File: config.mk
export PLATFORM = sky130hd
export DESIGN_NAME = irig_decoder
export DESIGN_NICKNAME = d
export VERILOG_FILES = /design/src/rtl/irig_pkg.sv /design/src/rtl/irig_bit_classifier.sv /design/src/rtl/irig_decoder.sv
export SDC_FILE = /design/constraint.sdc
export NUM_CORES = 1
export LEC_CHECK = 0
export BUFFER_PORTS_ARGS = -buffer_cell sky130_fd_sc_hd__buf_2
export CAP_MARGIN = 20
export CELL_PAD_IN_SITES_DETAIL_PLACEMENT = 0
export CELL_PAD_IN_SITES_GLOBAL_PLACEMENT = 1
export CORE_AREA = 5 5 120 76
export CTS_CLUSTER_DIAMETER = 50
export CTS_CLUSTER_SIZE = 12
export DETAILED_ROUTE_END_ITERATION = 7
export DIE_AREA = 0 0 125 81
export GPL_ROUTABILITY_DRIVEN = 0
export PLACE_DENSITY = 0.81
export SETUP_SLACK_MARGIN = 0.1
export SYNTH_ARGS = -nofsm -noshare
export SYNTH_HDL_FRONTEND = slang
export SYNTH_HIERARCHICAL = 1
export SYNTH_SLANG_ARGS = --single-unit
export TNS_END_PERCENT = 10
File: constraint.sdc
create_clock -name clk_10mhz -period 5 [get_ports clk_10mhz]
set_clock_uncertainty 0.05 [all_clocks]
set_input_delay 0.5 -clock clk_10mhz [delete_from_list [all_inputs] [get_ports clk_10mhz]]
set_output_delay 0.5 -clock clk_10mhz [all_outputs]
set_load 0.02 [all_outputs]
File: src/rtl/irig_pkg.sv
`timescale 1ns/1ps
`default_nettype none
// ============================================================================
//  Module      : irig_pkg
//  Description : Shared types and constants for the IRIG-B decoder: symbol
//                and state enums, counter width and the frame positions
//                that must carry a position marker.
//  Revision    : 1.0 - initial release
// ============================================================================
package irig_pkg;

    // Width of the high/low level counters (saturate at 2^17-1).
    localparam int c_CNT_W = 17;

    // Width of the frame bit index (0..99).
    localparam int c_IDX_W = 7;

    // Index of the last bit in a frame; the next rising edge is Pr again.
    localparam logic [c_IDX_W-1:0] c_LAST_BIT = 7'd99;

    typedef enum logic [2:0] {
        ZERO,
        ONE,
        MARK,
        ERROR,
        NONE
    } sym_t;

    typedef enum logic [0:0] {
        SEARCH,
        LOCKED
    } state_t;

    // Frame positions that carry a position marker: Pr, P1..P9, P0.
    localparam int c_NUM_MARKS = 11;
    localparam logic [c_IDX_W-1:0] c_MARK_IDX [c_NUM_MARKS] = '{
        7'd0,  7'd9,  7'd19, 7'd29, 7'd39, 7'd49,
        7'd59, 7'd69, 7'd79, 7'd89, 7'd99
    };

    function automatic logic is_mark_idx(input logic [c_IDX_W-1:0] idx);
        logic hit;
        hit = 1'b0;
        for (int i = 0; i < c_NUM_MARKS; i++) begin
            if (idx == c_MARK_IDX[i]) begin
                hit = 1'b1;
            end
        end
        return hit;
    endfunction

endpackage : irig_pkg
`default_nettype wire

File: src/rtl/irig_bit_classifier.sv
`timescale 1ns/1ps
`default_nettype none
// ============================================================================
//  Module      : irig_bit_classifier
//  Description : Synchronizes the IRIG-B level, detects edges, measures high
//                and low durations and classifies each bit cell by its high
//                time.
//  Ports       : clk_10mhz     - 10 MHz clock
//                rst           - asynchronous active-low reset
//                i_irigb       - raw IRIG-B level (asynchronous)
//                o_sym_valid   - one-cycle strobe, o_sym holds a new symbol
//                o_sym         - classified symbol (NONE when not valid)
//                o_rise        - one-cycle strobe on a synchronized rising edge
//                o_timeout     - current level has lasted beyond T_TIMEOUT
//  Revision    : 1.0 - initial release
// ============================================================================
module irig_bit_classifier
    import irig_pkg::*;
#(
    parameter int unsigned T_MIN     = 10000,
    parameter int unsigned T_01      = 35000,
    parameter int unsigned T_1M      = 65000,
    parameter int unsigned T_MAX     = 95000,
    parameter int unsigned T_TIMEOUT = 120000
) (
    input  logic clk_10mhz,
    input  logic rst,
    input  logic i_irigb,
    output logic o_sym_valid,
    output sym_t o_sym,
    output logic o_rise,
    output logic o_timeout
);

    localparam logic [c_CNT_W-1:0] c_T_MIN     = c_CNT_W'(T_MIN);
    localparam logic [c_CNT_W-1:0] c_T_01      = c_CNT_W'(T_01);
    localparam logic [c_CNT_W-1:0] c_T_1M      = c_CNT_W'(T_1M);
    localparam logic [c_CNT_W-1:0] c_T_MAX     = c_CNT_W'(T_MAX);
    localparam logic [c_CNT_W-1:0] c_T_TIMEOUT = c_CNT_W'(T_TIMEOUT);
    localparam logic [c_CNT_W-1:0] c_CNT_MAX   = '1;

    logic               r_sync1;
    logic               r_sync2;
    logic               r_sync3;
    logic [c_CNT_W-1:0] r_high_cnt;
    logic [c_CNT_W-1:0] r_low_cnt;
    logic               r_sym_valid;
    sym_t               r_sym;
    logic               r_rise;
    logic               r_timeout;

    logic               w_rise;
    logic               w_fall;
    logic [c_CNT_W-1:0] w_high_inc;
    logic [c_CNT_W-1:0] w_low_inc;
    sym_t               w_class;
    logic               w_level_long;

    assign w_rise = r_sync2 & ~r_sync3;
    assign w_fall = ~r_sync2 & r_sync3;

    always_comb begin
        w_high_inc = r_high_cnt;
        w_low_inc  = r_low_cnt;
        if (r_high_cnt != c_CNT_MAX) begin
            w_high_inc = r_high_cnt + 1'b1;
        end
        if (r_low_cnt != c_CNT_MAX) begin
            w_low_inc = r_low_cnt + 1'b1;
        end
    end

    // On the falling-edge cycle r_high_cnt holds the number of cycles the
    // synchronized level was high.
    always_comb begin
        w_class = ERROR;
        if ((r_high_cnt >= c_T_MIN) && (r_high_cnt < c_T_01)) begin
            w_class = ZERO;
        end else if ((r_high_cnt >= c_T_01) && (r_high_cnt < c_T_1M)) begin
            w_class = ONE;
        end else if ((r_high_cnt >= c_T_1M) && (r_high_cnt <= c_T_MAX)) begin
            w_class = MARK;
        end
    end

    assign w_level_long = r_sync2 ? (r_high_cnt > c_T_TIMEOUT)
                                  : (r_low_cnt  > c_T_TIMEOUT);

    always_ff @(posedge clk_10mhz or negedge rst) begin
        if (!rst) begin
            r_sync1     <= 1'b0;
            r_sync2     <= 1'b0;
            r_sync3     <= 1'b0;
            r_high_cnt  <= '0;
            r_low_cnt   <= '0;
            r_sym_valid <= 1'b0;
            r_sym       <= NONE;
            r_rise      <= 1'b0;
            r_timeout   <= 1'b0;
        end else begin
            r_sync1 <= i_irigb;
            r_sync2 <= r_sync1;
            r_sync3 <= r_sync2;

            // The edge cycle is itself the first cycle of the new level,
            // so each counter restarts at 1 rather than 0.
            if (w_rise) begin
                r_high_cnt <= c_CNT_W'(1);
            end else if (r_sync2) begin
                r_high_cnt <= w_high_inc;
            end

            if (w_fall) begin
                r_low_cnt <= c_CNT_W'(1);
            end else if (!r_sync2) begin
                r_low_cnt <= w_low_inc;
            end

            r_rise      <= w_rise;
            r_sym_valid <= w_fall;
            r_sym       <= w_fall ? w_class : NONE;
            // An edge wins over a timeout landing in the same cycle.
            r_timeout   <= w_level_long & ~(w_rise | w_fall);
        end
    end

    assign o_sym_valid = r_sym_valid;
    assign o_sym       = r_sym;
    assign o_rise      = r_rise;
    assign o_timeout   = r_timeout;

endmodule : irig_bit_classifier
`default_nettype wire

File: src/rtl/irig_decoder.sv
`timescale 1ns/1ps
`default_nettype none
// ============================================================================
//  Module      : irig_decoder
//  Description : IRIG-B front end. Locks to the 100-bit frame using the
//                classified symbol stream and emits a PPS pulse on the
//                leading edge of each frame reference marker while locked.
//  Ports       : clk_10mhz - 10 MHz clock
//                rst       - asynchronous active-low reset
//                irigb     - IRIG-B DC-level input (asynchronous)
//                pps       - high for PPS_WIDTH cycles at each frame start
//  Revision    : 1.0 - initial release
// ============================================================================
module irig_decoder
    import irig_pkg::*;
#(
    parameter int unsigned T_MIN     = 10000,
    parameter int unsigned T_01      = 35000,
    parameter int unsigned T_1M      = 65000,
    parameter int unsigned T_MAX     = 95000,
    parameter int unsigned T_TIMEOUT = 120000,
    parameter int unsigned PPS_WIDTH = 100000
) (
    input  logic clk_10mhz,
    input  logic rst,
    input  logic irigb,
    output logic pps
);

    localparam int                 c_PPS_W    = $clog2(PPS_WIDTH + 1);
    localparam logic [c_PPS_W-1:0] c_PPS_LAST = c_PPS_W'(PPS_WIDTH - 1);

    logic               w_sym_valid;
    sym_t               w_sym;
    logic               w_rise;
    logic               w_timeout;

    state_t             r_state;
    state_t             w_state_nxt;
    logic               r_prev_mark;
    logic               w_prev_mark_nxt;
    logic [c_IDX_W-1:0] r_bit_idx;
    logic [c_IDX_W-1:0] w_bit_idx_nxt;
    logic               w_pps_start;
    logic               r_pps;
    logic [c_PPS_W-1:0] r_pps_cnt;

    irig_bit_classifier #(
        .T_MIN     (T_MIN),
        .T_01      (T_01),
        .T_1M      (T_1M),
        .T_MAX     (T_MAX),
        .T_TIMEOUT (T_TIMEOUT)
    ) u_classifier (
        .clk_10mhz   (clk_10mhz),
        .rst         (rst),
        .i_irigb     (irigb),
        .o_sym_valid (w_sym_valid),
        .o_sym       (w_sym),
        .o_rise      (w_rise),
        .o_timeout   (w_timeout)
    );

    always_ff @(posedge clk_10mhz or negedge rst) begin
        if (!rst) begin
            r_state     <= SEARCH;
            r_prev_mark <= 1'b0;
            r_bit_idx   <= '0;
        end else begin
            r_state     <= w_state_nxt;
            r_prev_mark <= w_prev_mark_nxt;
            r_bit_idx   <= w_bit_idx_nxt;
        end
    end

    // Lock is declared on the falling edge of the second of two adjacent
    // marks, so that mark is Pr (index 0) and the next rising edge starts
    // bit 1. The PPS therefore first fires one full frame after locking.
    always_comb begin
        w_state_nxt     = r_state;
        w_prev_mark_nxt = r_prev_mark;
        w_bit_idx_nxt   = r_bit_idx;
        w_pps_start     = 1'b0;

        if (w_timeout) begin
            w_state_nxt     = SEARCH;
            w_prev_mark_nxt = 1'b0;
            w_bit_idx_nxt   = '0;
        end else begin
            case (r_state)
                SEARCH: begin
                    if (w_sym_valid) begin
                        if ((w_sym == MARK) && r_prev_mark) begin
                            w_state_nxt     = LOCKED;
                            w_bit_idx_nxt   = '0;
                            w_prev_mark_nxt = 1'b0;
                        end else begin
                            w_prev_mark_nxt = (w_sym == MARK);
                        end
                    end
                end
                LOCKED: begin
                    if (w_rise) begin
                        if (r_bit_idx == c_LAST_BIT) begin
                            w_bit_idx_nxt = '0;
                            w_pps_start   = 1'b1;
                        end else begin
                            w_bit_idx_nxt = r_bit_idx + 7'd1;
                        end
                    end
                    // The symbol belongs to the bit opened by the previous
                    // rising edge, i.e. the current r_bit_idx.
                    if (w_sym_valid) begin
                        if (w_sym == ERROR) begin
                            w_state_nxt     = SEARCH;
                            w_prev_mark_nxt = 1'b0;
                        end else if ((w_sym == MARK) != is_mark_idx(r_bit_idx)) begin
                            w_state_nxt     = SEARCH;
                            w_prev_mark_nxt = (w_sym == MARK);
                        end
                    end
                end
                default: begin
                    w_state_nxt     = SEARCH;
                    w_prev_mark_nxt = 1'b0;
                end
            endcase
        end
    end

    // The pulse runs to completion independently of lock state; only reset
    // can cut it short.
    always_ff @(posedge clk_10mhz or negedge rst) begin
        if (!rst) begin
            r_pps     <= 1'b0;
            r_pps_cnt <= '0;
        end else if (w_pps_start) begin
            r_pps     <= 1'b1;
            r_pps_cnt <= c_PPS_LAST;
        end else if (r_pps) begin
            if (r_pps_cnt == '0) begin
                r_pps <= 1'b0;
            end else begin
                r_pps_cnt <= r_pps_cnt - 1'b1;
            end
        end
    end

    assign pps = r_pps;

endmodule : irig_decoder
`default_nettype wire

### Word level (Yosys, flattened, before mapping)

Cells that the tools add are included.

| word-level totals | value |
|---|---|
| memories kept | 0 |
| flip-flop bits (word level) | 70 |
| bits in writable memories | 0 |
| memory bits (read-only) | 0 |
| latch bits | 0 |
| output and inout bits | 1 |

| operators by class | value |
|---|---|
| shift operators | 0 |
| add/sub/neg operators | 4 |
| muxes and demuxes | 56 |
| bitwise logic cells | 8 |
| reduce and logical (&&, ||, !) cells | 15 |
| eq/ne operators | 22 |
| magnitude comparators | 8 |
| multipliers | 0 |
| divide/modulo/power cells | 0 |

Operators by type and width:

| cell | number |
|---|---|
| 17-bit 2-to-1 mux | 9 |
| 1-bit 2-to-1 mux | 36 |
| 7-bit 2-to-1 mux | 5 |
| 17-bit by 1-bit adder with 17-bit output, second input constant | 2 |
| 17-bit by 16-bit greater-or-equal comparator with 1-bit output, second input constant | 2 |
| 17-bit greater-than comparator, second input constant | 2 |
| 17-bit by 16-bit less-than comparator with 1-bit output, second input constant | 2 |
| 17-bit != test, second input constant | 2 |
| 7-bit equality test, second input constant | 4 |
| 7-bit by 6-bit equality test with 1-bit output, second input constant | 3 |
| 17-bit by 14-bit greater-or-equal comparator with 1-bit output, second input constant | 1 |
| 17-bit less-or-equal comparator, second input constant | 1 |
| 17-bit zero test | 1 |
| 17-bit by 1-bit subtractor with 17-bit output, second input constant | 1 |
| 7-bit by 5-bit equality test with 1-bit output, second input constant | 2 |
| 7-bit one-hot mux with 2 select lines | 1 |
| 3-bit 2-to-1 mux | 3 |
| 3-bit by 1-bit != test with 1-bit output, second input constant | 3 |
| 2-bit nonzero test | 4 |
| 7-bit by 1-bit adder with 7-bit output, second input constant | 1 |
| 7-bit by 4-bit equality test with 1-bit output, second input constant | 1 |
| 7-bit zero test | 1 |
| 3-bit by 2-bit equality test with 1-bit output, second input constant | 2 |
| 2-bit AND reduction | 3 |
| other kinds (10) | 21 |

### Depth between registers and ports, before layout

| logic depth | value |
|---|---|
| word-level depth | 22 |
| gate-level depth with buffers | 12 |
| depth with buffers taken out | 10 |

### Hierarchy

Netlist, hierarchy kept.

By module, submodules not included:

| module | area an instance (um^2) | seq. area each (um^2) | cells an instance | instances |
|---|---|---|---|---|
| irig_bit_classifier | 2,422.3 | 1,077.3 | 251 | 1 |
| irig_decoder | 1,722.9 | 675.6 | 178 | 1 |

### Least setup slack after synthesis

No wires, ideal clock.

| path | value |
|---|---|
| kind | register to register |
| start point | register u_classifier.r_high_cnt[11] |
| end point | register u_classifier.r_high_cnt[7] |
| cell stages (with the launch flop) | 13 |
| path slack | 2,759 ps |
| arrival | 2,060 ps |
| data required time | 4,818 ps |
| buffers on the path | 2 |
| cell sequence | dfrtp_1 -> clkbuf_1 -> nand4_1 -> nor2_1 -> nand3_1 -> nor2_1 -> ha_1 -> and2b_1 -> buf_6 -> and4_1 -> and3_1 -> xnor2_1 -> nor2_1 |

| on the way | value |
|---|---|
| word-level cells in the longest chain between the ends | 3 |

Ends and longest elaborated chain:

| what | RTL line | RTL |
|---|---|---|
| start, declared | irig_bit_classifier.sv:45 | `logic [c_CNT_W-1:0] r_high_cnt;` |
| start signal, assigned | irig_bit_classifier.sv:108 | `r_high_cnt <= c_CNT_W'(1);` |
| start signal, assigned | irig_bit_classifier.sv:110 | `r_high_cnt <= w_high_inc;` |
| 17-bit != test | irig_bit_classifier.sv:65 | `if (r_high_cnt != c_CNT_MAX) begin` |
| 2-bit nonzero test (no source line) | -- |  |
| 2-bit AND reduction (no source line) | -- |  |

Every way passes these cells.
A chain may end at the register's enable or synchronous reset.

### Final worst setup path

| path | value |
|---|---|
| start point | register r_pps_cnt[0] |
| end point | register r_pps_cnt[10] |

| on the way | value |
|---|---|
| word-level cells in the longest chain between the ends | 4 |
| elaborated cells on any way between the ends | 7 |

Ends and longest elaborated chain:

| what | RTL line | RTL |
|---|---|---|
| start, declared | irig_decoder.sv:46 | `logic [c_PPS_W-1:0] r_pps_cnt;` |
| start signal, assigned | irig_decoder.sv:139 | `r_pps_cnt <= c_PPS_LAST;` |
| start signal, assigned | irig_decoder.sv:144 | `r_pps_cnt <= r_pps_cnt - 1'b1;` |
| 17-bit by 1-bit subtractor with 17-bit output | irig_decoder.sv:144 |  |
| 17-bit 2-to-1 mux | irig_decoder.sv:141 | `if (r_pps_cnt == '0) begin` |
| 17-bit 2-to-1 mux | irig_decoder.sv:140 | `end else if (r_pps) begin` |
| 17-bit 2-to-1 mux | irig_decoder.sv:137 | `end else if (w_pps_start) begin` |

Parallel ways exist; a longest one is shown, timed or not. The select of a mux whose other input is x is not followed.

==> results.md <==
- Multi-input gate area: 2197 µm²
- Status: finished, final reports clean
- Cts repair resizes: 0
- CP Class: reg -> reg
- Slew Limit Fails: 0
- Starting Density: 53.22%
- Post-layout minimum cycle time: 2.588 ns
- I/O Pins: 4
- DP Wirelength: 5.796 mm
- Synth Instances: 429
- Critical path depth in cells: 7
- Post-Syn Area per Cell: 9.663 µm²
- Post-synth ARST share: 100.0%
- Setup TNS: 0 ns
- # H-tree levels: 3
- CP startpoint kind: flop
- Hold crit path type: in -> async
- TritonCTS sink count: 70
- Commonest non-fill, non-tap cell in the layout: dfrtp_1
- Area contributors post-synth: dfrtp_1, nor2_1, xnor2_1
- Worst slack at placement: 2.400 ns
- Initial antenna violation count: 0
- Register clock-pin slew on the reported worst setup and hold paths: 0.06 ns
- CTS tree: yes
- Vias post-DR: 3058
- Share of the synthesized area in the top cell type: 41.65%
- Ratio of cells with drive above 1 in the final layout: 10.98%
- Final worst slack: 2.412 ns
- Num rows: 25
- Most frequent cells in the layout: dfrtp_1, nor2_1, nand2_1, xnor2_1, xor2_1
- Leak pwr: 1.964 nW
- Hold buffers post-CTS: 0
- Port Buffers: 3
- Total power per unit cell area: 333.1 nW/µm²
- Warnings from Yosys: 6
- Critical Path, Cell by Cell: inv_1 -> ha_1 -> nor2b_1 -> nand3_1 -> nor4_1 -> xnor2_1 -> nand2_1
- Die Y: 81 µm
- CP max-delay cell: nor2b_1
- Mapped Area: 4145 µm²
- Sequential cell area: 1753 µm²
- Final worst path period share: 51.75%
- EDFF count, synth: 0
- Cell accounting for the most synthesized area: dfrtp_1
- RSZ-0062 raised after global routing: false
- Post-CTS setup buffer count: 0
- VDD IR-drop max: 0.1908 mV
- DR iter-0 viols: 244
- Drt total wl: 8.387 mm
- Die Width: 125 µm
- CP peak stage delay: 0.82 ns
- MaxCap Viol Count: 0
- # DRC: 0
- Largest net degree at the start of global routing: 37
- Clock Latency Late Sink: 0.33 ns
- Final ANT Viol Nets: 0
- CTS Buffer Depth: 2
- Yosys reg bits: 70
- Core area: 7789 µm²
- GRT Util Overall: 18.07%
- WP buf/inv: 1
- TritonCTS buffer count: 9
- Root buffer cell: clkbuf_16
- Layout Nets: 438
- Crit path max fanout: 11
- Antenna fix cells: 0
- Fillers: 702
- First-pass GRT wire length: 14.72 mm
- Reg2reg path depth: 7
- Worst endpoint required time: 5.15 ns
- Drt wl/cell: 15.65 µm
- Final hold viol count: 0
- Highest achievable clock rate: 0.3865 GHz
- Top Family by Delay on Critical Path: simple AND/OR/NAND/NOR gates
- Setup violators final: 0
- Synthesis-to-layout area growth: 8.059%
- Crit end category: flop
- Worst slew margin: 31.18%
- Synth Flop Type: dfrtp_1
- Arrival time at the worst endpoint: 2.73 ns
- Grt ovf: 0
- Net Count, Synth: 444
- Vias in the first global route: 2930
- Synth unique cells: 66
- Seq/Total Area, Yosys: 42.29%
- Worst Tran Pin Value: 1.030 ns
- DR vias/cell: 5.705
- Die ar.: 10130 µm²
- Router iterations before antenna repair: 4
worst reg2reg max path: cells and delay by family, from the launching register on:
family / cells / cell delay, ns
XOR/XNOR: 1 / 0.16
buffers and inverters: 1 / 0.10
AND/OR/NAND/NOR: 4 / 1.58
adder cells (fa/ha/maj): 1 / 0.17
flip-flops: 1 / 0.40
layer usage:
metal	vias up	global-route usage (%)	part of all wire, %
li1	1517	-	-
met1	1485	26.54	53
met2	51	26.80	43
met3	5	4.928	4.3
met4	0	3.896	0.57
met5	-	0	0
final timing paths:
path | startpoint | end | slack (ns)
hold reg to reg | u_classifier/r_sync1 | u_classifier/r_sync2 | 0.31
setup / recovery | r_pps_cnt[0] | r_pps_cnt[10] | 2.41
hold / removal | rst | u_classifier/r_low_cnt[3] | 0.20
setup reg to reg | r_pps_cnt[0] | r_pps_cnt[10] | 2.41
min in group clk_10mhz | irigb | u_classifier/r_sync1 | 0.23
max in group asynchronous | rst | u_classifier/o_sym[2] | 3.71
cells in the mapped netlist (all sizes together), types with 13 or more instances:
cell and number:
nor2 52, nor3 13, dfrtp 69, a21oi 19
nand4 14, nand3 17, o21ai 13, xnor2 21
nand2 35, buf 13, inv 17, xor2 21
metrics by stage:
step / power (mW) / area (µm²) / instances / hold slack [ns] / util [%]
2_1_floorplan: 0.7900 / 4145 / 429 / 0.1544 / -
6_report: 1.492 / 4479 / 536 / 0.1986 / 57.51
5_1_grt: 1.569 / 4479 / 536 / 0.2094 / 57.51
3_3_place_gp: 0.8385 / 4172 / 520 / 0.2868 / 53.56
4_1_cts: 1.509 / 4479 / 536 / 0.2166 / 57.51
3_5_place_dp: 0.8437 / 4172 / 520 / 0.2970 / 53.56
registers in the layout, indices dropped and copies added (netlist names), 3 cells and up:
name / count
u_classifier/r_high_cnt: 17
u_classifier/o_sym: 3
r_pps_cnt: 17
u_classifier/r_low_cnt: 17
r_bit_idx: 7
cells by family after synthesis:
family / after synthesis / synth area share (%)
AO/OA/AOI/OAI: 69 / 12.86
multiplexers: 5 / 1.298
adder cells (fa/ha/maj): 12 / 3.622
XOR/XNOR: 42 / 8.874
buffers and inverters: 38 / 4.709
AND/OR/NAND/NOR: 193 / 26.35
flip-flops: 70 / 42.29
cell type report:
class	count	area share, %
Tap cell	108	3.017
Inverter	17	1.425
Timing Repair Buffer	4	0.5028
Clock buffer	10	5.335
Multi-Input combinational cell	321	49.05
Sequential cell	70	39.13
Clock inverter	6	1.536
power by group:
group	switching, mW	internal [mW]	total, mW
Combinational	0.0943	0.0758	0.170
Sequential	0.0617	0.602	0.664
Clock	0.255	0.403	0.658
Total	0.411	1.08	1.49
(Power assumes the default switching activity.)
